===== src/rtl/bomb_flame.sv =====
// bomb_flame
//   Explosion propagation stage. A rising edge on detonate latches the bomb
//   tile. The block then probes the tile map outward right, left, down and up,
//   one tile per cycle and up to RANGE tiles in each direction. It holds the
//   flame pattern for FLAME_FRAMES cycles and then pulses flame_done.
//
// Ports
//   frame_clk            sole clock
//   Reset                synchronous, active-low reset
//   detonate             level; rising edge starts an explosion (IDLE only)
//   bomb_x/bomb_y        bomb tile, sampled on the detonate edge
//   query_x/query_y      tile being probed (0 when no in-grid probe)
//   query_valid          probe is in-grid (SCAN only)
//   query_solid/brick    combinational map answer for the probed tile
//   flame_x/flame_y      latched centre tile
//   ext_right..ext_up    flame extent per direction, 0..RANGE
//   flame_active         flame pattern valid (HOLD)
//   brick_clear          one-cycle pulse, clear brick at brick_x/brick_y
//   flame_done           one-cycle pulse at end of explosion
//   busy                 state != IDLE
//   state_dbg            current FSM state, for observation
//
// Handshake: there is no backpressure. A start is the cycle where detonate is
// high and was low on the previous cycle. It is accepted only in IDLE and is
// dropped in every other state. brick_clear and flame_done are fire-and-forget
// single-cycle strobes.
module bomb_flame #(
    parameter int RANGE        = 2,
    parameter int FLAME_FRAMES = 30,
    parameter int GRID_W       = 15,
    parameter int GRID_H       = 13
) (
    input  logic       frame_clk,
    input  logic       Reset,
    input  logic       detonate,
    input  logic [3:0] bomb_x,
    input  logic [3:0] bomb_y,
    output logic [3:0] query_x,
    output logic [3:0] query_y,
    output logic       query_valid,
    input  logic       query_solid,
    input  logic       query_brick,
    output logic [3:0] flame_x,
    output logic [3:0] flame_y,
    output logic [1:0] ext_right,
    output logic [1:0] ext_left,
    output logic [1:0] ext_down,
    output logic [1:0] ext_up,
    output logic       flame_active,
    output logic       brick_clear,
    output logic [3:0] brick_x,
    output logic [3:0] brick_y,
    output logic       flame_done,
    output logic       busy,
    output logic [1:0] state_dbg
);

    typedef enum logic [1:0] {IDLE, SCAN, HOLD, DONE} state_t;
    typedef enum logic [1:0] {RIGHT, LEFT, DOWN, UP} dir_t;

    localparam int             CW       = $clog2(FLAME_FRAMES + 1);
    localparam logic [CW-1:0]  CNT_LAST = CW'(FLAME_FRAMES - 1);
    localparam logic [1:0]     STEP_MAX = 2'(RANGE);
    localparam logic [5:0]     GW       = 6'(GRID_W);
    localparam logic [5:0]     GH       = 6'(GRID_H);

    state_t        state, state_n;
    dir_t          dir, dir_n;
    logic [1:0]    step, step_n;
    logic [CW-1:0] cnt, cnt_n;
    logic          det_q;

    logic          start;
    logic          in_grid;
    logic          advance;
    logic [1:0]    ext_val;
    // Probe coordinates are kept wider than the tile coordinates. A step left
    // of column 0 wraps and sets bit 5. A step right of column 15 cannot reach
    // bit 5. So a set top bit always means the probe is off the grid.
    logic [5:0]    px, py;

    assign flame_active = (state == HOLD);
    assign flame_done   = (state == DONE);
    assign busy         = (state != IDLE);
    assign state_dbg    = state;

    always_comb begin
        start       = detonate & ~det_q;
        px          = {2'b00, flame_x};
        py          = {2'b00, flame_y};
        advance     = 1'b0;
        ext_val     = 2'd0;
        state_n     = state;
        dir_n       = dir;
        step_n      = step;
        cnt_n       = cnt;
        query_valid = 1'b0;
        query_x     = 4'd0;
        query_y     = 4'd0;
        brick_clear = 1'b0;
        brick_x     = 4'd0;
        brick_y     = 4'd0;

        case (dir)
            RIGHT:   px = px + {4'b0000, step};
            LEFT:    px = px - {4'b0000, step};
            DOWN:    py = py + {4'b0000, step};
            default: py = py - {4'b0000, step};
        endcase
        in_grid = ~px[5] && ~py[5] && (px < GW) && (py < GH);

        case (state)
            IDLE: begin
                if (start) begin
                    state_n = SCAN;
                    dir_n   = RIGHT;
                    step_n  = 2'd1;
                end
            end
            SCAN: begin
                if (!in_grid) begin
                    ext_val = step - 2'd1;
                    advance = 1'b1;
                end else begin
                    query_valid = 1'b1;
                    query_x     = px[3:0];
                    query_y     = py[3:0];
                    // A wall wins over a brick when the map reports both.
                    if (query_solid) begin
                        ext_val = step - 2'd1;
                        advance = 1'b1;
                    end else if (query_brick) begin
                        ext_val     = step;
                        advance     = 1'b1;
                        brick_clear = 1'b1;
                        brick_x     = px[3:0];
                        brick_y     = py[3:0];
                    end else begin
                        ext_val = step;
                        advance = (step == STEP_MAX);
                    end
                end
                if (advance) begin
                    step_n = 2'd1;
                    if (dir == UP) begin
                        state_n = HOLD;
                        cnt_n   = '0;
                    end else begin
                        dir_n = dir_t'(dir + 2'd1);
                    end
                end else begin
                    step_n = step + 2'd1;
                end
            end
            HOLD: begin
                if (cnt == CNT_LAST) state_n = DONE;
                else                 cnt_n   = cnt + CW'(1);
            end
            default: state_n = IDLE;
        endcase
    end

    always_ff @(posedge frame_clk) begin
        if (!Reset) begin
            state     <= IDLE;
            dir       <= RIGHT;
            step      <= 2'd0;
            cnt       <= '0;
            det_q     <= 1'b0;
            flame_x   <= 4'd0;
            flame_y   <= 4'd0;
            ext_right <= 2'd0;
            ext_left  <= 2'd0;
            ext_down  <= 2'd0;
            ext_up    <= 2'd0;
        end else begin
            state <= state_n;
            dir   <= dir_n;
            step  <= step_n;
            cnt   <= cnt_n;
            det_q <= detonate;
            if (state == IDLE && start) begin
                flame_x   <= bomb_x;
                flame_y   <= bomb_y;
                ext_right <= 2'd0;
                ext_left  <= 2'd0;
                ext_down  <= 2'd0;
                ext_up    <= 2'd0;
            end
            // Every probe rewrites its direction's extent. The last probe in
            // each direction leaves the final value.
            if (state == SCAN) begin
                case (dir)
                    RIGHT:   ext_right <= ext_val;
                    LEFT:    ext_left  <= ext_val;
                    DOWN:    ext_down  <= ext_val;
                    default: ext_up    <= ext_val;
                endcase
            end
        end
    end

endmodule


===== config.mk =====
export PLATFORM = sky130hd
export DESIGN_NAME = bomb_flame
export DESIGN_NICKNAME = d
export VERILOG_FILES = /design/src/rtl/bomb_flame.sv
export SDC_FILE = /design/constraint.sdc
export NUM_CORES = 1
export LEC_CHECK = 0
export CAP_MARGIN = 20
export CORE_ASPECT_RATIO = 2
export CORE_MARGIN = 10
export CORE_UTILIZATION = 45
export CTS_BUF_LIST = sky130_fd_sc_hd__clkbuf_4 sky130_fd_sc_hd__clkbuf_8 sky130_fd_sc_hd__clkbuf_16
export DETAILED_ROUTE_END_ITERATION = 12
export PLACE_DENSITY = 0.82
export SYNTH_ARGS = -nofsm -noshare
export SYNTH_HDL_FRONTEND = slang
export SYNTH_SLANG_ARGS = --single-unit

===== constraint.sdc =====
create_clock -name frame_clk -period 9.2 [get_ports frame_clk]
set_input_delay 1.38 -clock frame_clk [delete_from_list [all_inputs] [get_ports frame_clk]]
set_output_delay 1.38 -clock frame_clk [all_outputs]
set_load 0.02 [all_outputs]

* Word level (Yosys, flattened, before mapping)
Index checks and enable logic that the tools add are counted.
Word-level totals: register bits 28, input port bits 13
Cells by class: bitwise operators 4, equality and inequality tests 14, muxes and demuxes 53, order comparisons 2, add/sub/neg operators 8, reduce and logical (&&, ||, !) cells 15
Operator list (number):
- 2-to-1 mux 4 bit | 12
- 2-to-1 mux 2 bit | 22
- one-hot mux 6 bit (2 select lines) | 2
- 2-to-1 mux 5 bit | 3
- less-than comparator 6 x 4 -> 1 bit (second input constant) | 2
- AND reduction 4 bit | 3
- adder 4 x 2 -> 5 bit | 2
- == test 2 bit (second input constant) | 5
- 2-to-1 mux 1 bit | 10
- inequality test 2 bit (second input constant) | 5
- one-hot mux 5 bit (2 select lines) | 1
- subtractor 4 x 2 -> 5 bit | 2
- one-hot mux 2 bit (2 select lines) | 2
- one-hot mux 2 bit (3 select lines) | 1
- nonzero test 2 bit | 3
- adder 5 x 1 -> 5 bit (second input constant) | 1
- == test 5 bit (second input constant) | 1
- adder 2 x 1 -> 2 bit (second input constant) | 2
- == test 2 x 1 -> 1 bit (second input constant) | 2
- logical AND 1 bit | 4
- zero test 2 bit | 2
- inverter 1 bit | 3
- OR reduction 3 bit | 1
- inequality test 2 x 1 -> 1 bit (second input constant) | 1
- 4 further kinds | 4

* Logic depth before layout (Yosys ltp)
depth after elaboration 11, mapped depth 13

* Worst setup path before layout
Ideal clock, no wire load.
path kind reg-to-output, start register flame_y[0], end output port brick_x[0], required time 7.820 ns, cell stages (with the launch flop) 14, arrival time 2.957 ns, path slack 4.863 ns, cell sequence dfxtp_1 inv_1 ha_1 inv_1 fa_1 inv_1 a22o_1 and2_1 o311ai_4 a311o_1 buf_6 or3b_1 buf_6 nor2_1
Between the ends: longest elaborated chain between the ends 8
RTL lines:
- from (decl) | line 44 | output logic [3:0] flame_y,
- from (signal assigned) | line 184 | flame_y <= bomb_y;
- subtractor 4 x 2 -> 5 bit | line 108 | default: py = py - {4'b0000, step};
- one-hot mux 6 bit (2 select lines) * | line 104 | case (dir)
- branches (longest 3 deep; another with less-than comparator 6 x 4 -> 1 bit)
- logical AND 1 bit * | line 110 | in_grid = ~px[5] && ~py[5] && (px < GW) && (py < GH);
- 2-to-1 mux 4 bit * | line 121 | if (!in_grid) begin
- 2-to-1 mux 4 bit * | line 112 | case (state)
- to (decl) | line 51 | output logic [3:0] brick_x,
Every way passes the cells marked *.

* Worst setup path after layout
start register step[0], end output port brick_y[3]
Between the ends: longest elaborated chain between the ends 8
RTL lines:
- from (decl) | line 69 | logic [1:0] step, step_n;
- from (signal assigned) | line 179 | step <= step_n;
- branches (longest 6 deep; another with less-than comparator 6 x 4 -> 1 bit)
- 2-to-1 mux 4 bit * | line 121
- 2-to-1 mux 4 bit * | line 112
- to (decl) | line 52 | output logic [3:0] brick_y,
Marked as above.

==> results.txt <==
- Net switching is a little over 40% of the power.
- The number of antenna violations at the first check in global routing was 0.
- Number of distinct library cells after synthesis: 56
- For this design the total switching power over the nets is approximately 200 uW.
- The library cell used most frequently in the layout, excluding fill and tap cells, is clkdlybuf4s50_1.
- Number of hold-slack violations in the final timing report: 0
* Worst VDD drop: 0.000143 V
* Clock buffer depth: 2
* CTS tree: built
* Max-Cap Viols: 0
* Worst hold slack: 0.489 ns
- Post-layout instance count excluding filler cells: around 350
- Kind of start point of the critical path: flop
* Count of warnings emitted by yosys: 0
- Critical setup path kind: reg2out
- In this run the number of H-tree levels came out at 1.
- Wire length of the first global-routing pass: 9.05 mm
- For this design the static power due to leakage is approximately 0.0011 uW.
* Net total in the final layout: about 330
- In this run the power density over the cells is between 150 and 200 mW/mm^2.
* Vert. Die Dim: approximately 120 um
* Summed area of non-filler cells in the final layout: ~0.0027 mm^2
* Mean instance size in the synthesized netlist: approximately 8.3 um^2
- Post-DRT Antenna Nets: 0
* Worst-path fanout max: 10
- Signed area change from the synthesized netlist to the final layout: 27.0%
- Data arrives at the worst endpoint at 3.96 ns.
- Post-synth net total: roughly 290
- In the routed layout, each cell is associated on average with a via count of approximately 5.6.
* Power share of the sequential group: 30.9%
* Worst-Margin Slew: 1.06 ns
- Num rows: 35
- Number of hold buffers added after CTS: 0
- Clock skew on the completed layout was measured at 0.00947 ns.
* Maximum number of pins on one net before global-route repair: 33
- Timing would allow up to ~190 MHz.
* Area after DPL: about 0.0026 mm^2
- In the global route stage, overall resource usage came out at 14.1%.
- Internal power: between 200 and 300 uW
- Count of placed standard cells including taps: 347
* Worst r2r dst: cnt[2]
- After legalization and detailed placement, the total HPWL measured 4.53 mm.
- The number of global-route vias before repair was between 1.5k and 2k.
- Logic gate share of total power: 49.6%
- The count of buffers added on input and output ports is slightly above 50.
- Synth Register Bits: 28
* Clock slew seen by the registers of the worst setup and hold paths: 0.10 ns
- After detailed routing, the number of remaining DRC violations is 0.
- The die is a little under 70 um wide.
- Summed negative setup slack over all endpoints: 0 ns
- Capturing element type of the critical path: output port
- Primary flip-flop cell chosen by synthesis mapping: dfxtp_1
* Average wire per cell in the routed design: between 15 and 20 um
- Root buffer cell: clkbuf_8
- The initial utilization of the core area, before any placement, comes to approximately 46%.
- After synthesis the cells add up to between 0.002 and 0.0025 mm^2.
* Clock share of power: roughly a fifth
- Boundary Pins: 52
- In this run, the number of DRC markers left after iteration 0 of detailed routing was around 110.
* Die Outline Area: roughly 0.0080 mm^2
- Dividing the final minimum period by the clock period gives 58.1%.
* Reg2reg start: step[1]
- For hold timing, the worst endpoint is ext_down[0].
- STA puts the critical path data required time at slightly below 8 ns.
- The worst hold path passes through 2 cells.
* Share of the yosys chip area belonging to registers: a little over a quarter
* Result of the run: complete, no violations
- Number of standard cells after synthesis: about 260
- The number of max-slew violations in the final report is 0.
- Iteration count of the initial detailed-routing pass: 5
* Setup Fix Bufs, Post-CTS: 0
- The smallest clock period supported by the final layout is computed as between 5 and 6 ns.
- After clock tree synthesis, the repair step resized 0 gates.
- After floorplanning, the core was sized to cover 0.00460 mm^2.
* Worst reg-to-reg path cell count: 9
- The worst hold path belongs to the class reg2reg.
* Util after Layout: 58.7%
- The detailed router placed between 1.5k and 2k vias in this run.
* Async set or reset register ratio after synthesis: 0%
* Count of flip-flops with a built-in enable after synthesis: 0
- Finish-stage setup viols: 0
- Num CTS Buffers: 3
- Setup repair after global routing missed its margin: no
- Max transition margin: between 20 and 30%
* Share of layout cells above drive strength 1: ~5.4%
- Clock latency at the later pin of the worst-skew pair: roughly 0.28 ns
- Final global-route overflow total: 0
* Wire length reported by the detailed router: approximately 5.6 mm
- Hold_sp: ext_down[0]
- Register-to-register setup slack: between 6 and 7 ns
* Most frequent cells in the layout: clkdlybuf4s50_1, dfxtp_1, inv_1, nand2_1, ha_1
* ANT cells: 0
* GP Congestion: 0.888
* TritonCTS sink count: 28
## logic make-up (layout without fill, tap and decap cells)
| kind of cell | count (synthesis) | after routing | synth area share [%] |
|---|---|---|---|
| buf+inv | 37 | 78 | 7.66 |
| compound gates | 49 | 49 | 18.0 |
| fa+ha+maj | 24 | 24 | 15.6 |
| mux | 13 | 13 | 6.13 |
| simple gates | 103 | 103 | 25.8 |
| flops | 28 | 28 | 26.4 |
| xor+xnor | 1 | 1 | 0.413 |
## synth_stat cells, types with 2 or more instances
cell / instances / area, um^2
dfxtp_1: 28 / 561
inv_1: 23 / 86.3
nand2_1: 22 / 82.6
ha_1: 20 / 250
nor2_1: 19 / 71.3
o21ai_0: 15 / 75.1
mux2i_1: 13 / 130
nor2b_1: 13 / 81.3
nand3_1: 12 / 60.1
nand2b_1: 8 / 50.1
clkbuf_1: 6 / 22.5
a21oi_1: 5 / 25.0
nand4_1: 5 / 31.3
and2_1: 4 / 25.0
buf_2: 4 / 20.0
fa_1: 4 / 80.1
nand3b_1: 3 / 22.5
nor2_2: 3 / 18.8
nor3_1: 3 / 15.0
a211o_1: 2 / 17.5
a311o_1: 2 / 20.0
buf_6: 2 / 22.5
o2111ai_1: 2 / 17.5
o21a_1: 2 / 15.0
o221a_2: 2 / 22.5
o22ai_1: 2 / 12.5
or4_1: 2 / 15.0
## layout make-up
type	count	area, um^2
clock buffer	3	41.3
clock inverter	1	30.0
fill	420	1900
inverter	23	86.3
multi-input combinational	190	1400
sequential	28	561
tap	55	68.8
timing repair buffer	51	510
## registers in the layout, indices dropped and copies added, names as in the netlist
signal,count
step,2
flame_y,4
det_q,1
flame_x,4
ext_left,2
cnt,5
state_dbg,2
ext_right,2
ext_up,2
ext_down,2
dir,2
## routing by layer
metal  track usage [%]  part of all wire, %
met1              13.3                   36
met2              26.8                   55
met3              2.86                  5.6
met4              6.61                  3.0
met5                 0                    0
## worst max-delay path: stages (launching register included)
cell	delay [ns]
dfxtp_1	0.53
ha_1	0.27
fa_1	0.43
a21oi_1	0.17
a22o_1	0.21
and2_1	0.19
o311ai_4	0.11
a311o_1	0.47
or3b_1	0.54
nor2_1	0.14
clkdlybuf4s50_1	0.62
## power groups by stage
stage	logic, uW	clock network [uW]	registers, uW
final	249	97.4	155
after global routing	273	104	158
after CTS	250	99.3	155
after detailed placement	248	0	158
after global placement	245	0	158
after floorplan	162	0	164
## through the flow
stage	total power, uW	setup WS [ns]
after floorplan	326	4.86
after global placement	403	4.25
after detailed placement	406	4.20
after CTS	505	3.87
after global routing	535	3.65
final	501	3.86
## worst max-delay path by stage
stage,from,endpoint,slack (ns)
after global placement,step[0],brick_y[3],4.25
after floorplan,flame_y[0],brick_x[0],4.86
after CTS,step[0],brick_y[3],3.87
after global routing,step[0],brick_x[1],3.65
after detailed placement,step[0],brick_y[3],4.20
final,step[0],brick_y[3],3.86
Note: power is estimated with default switching activity, not from simulation.
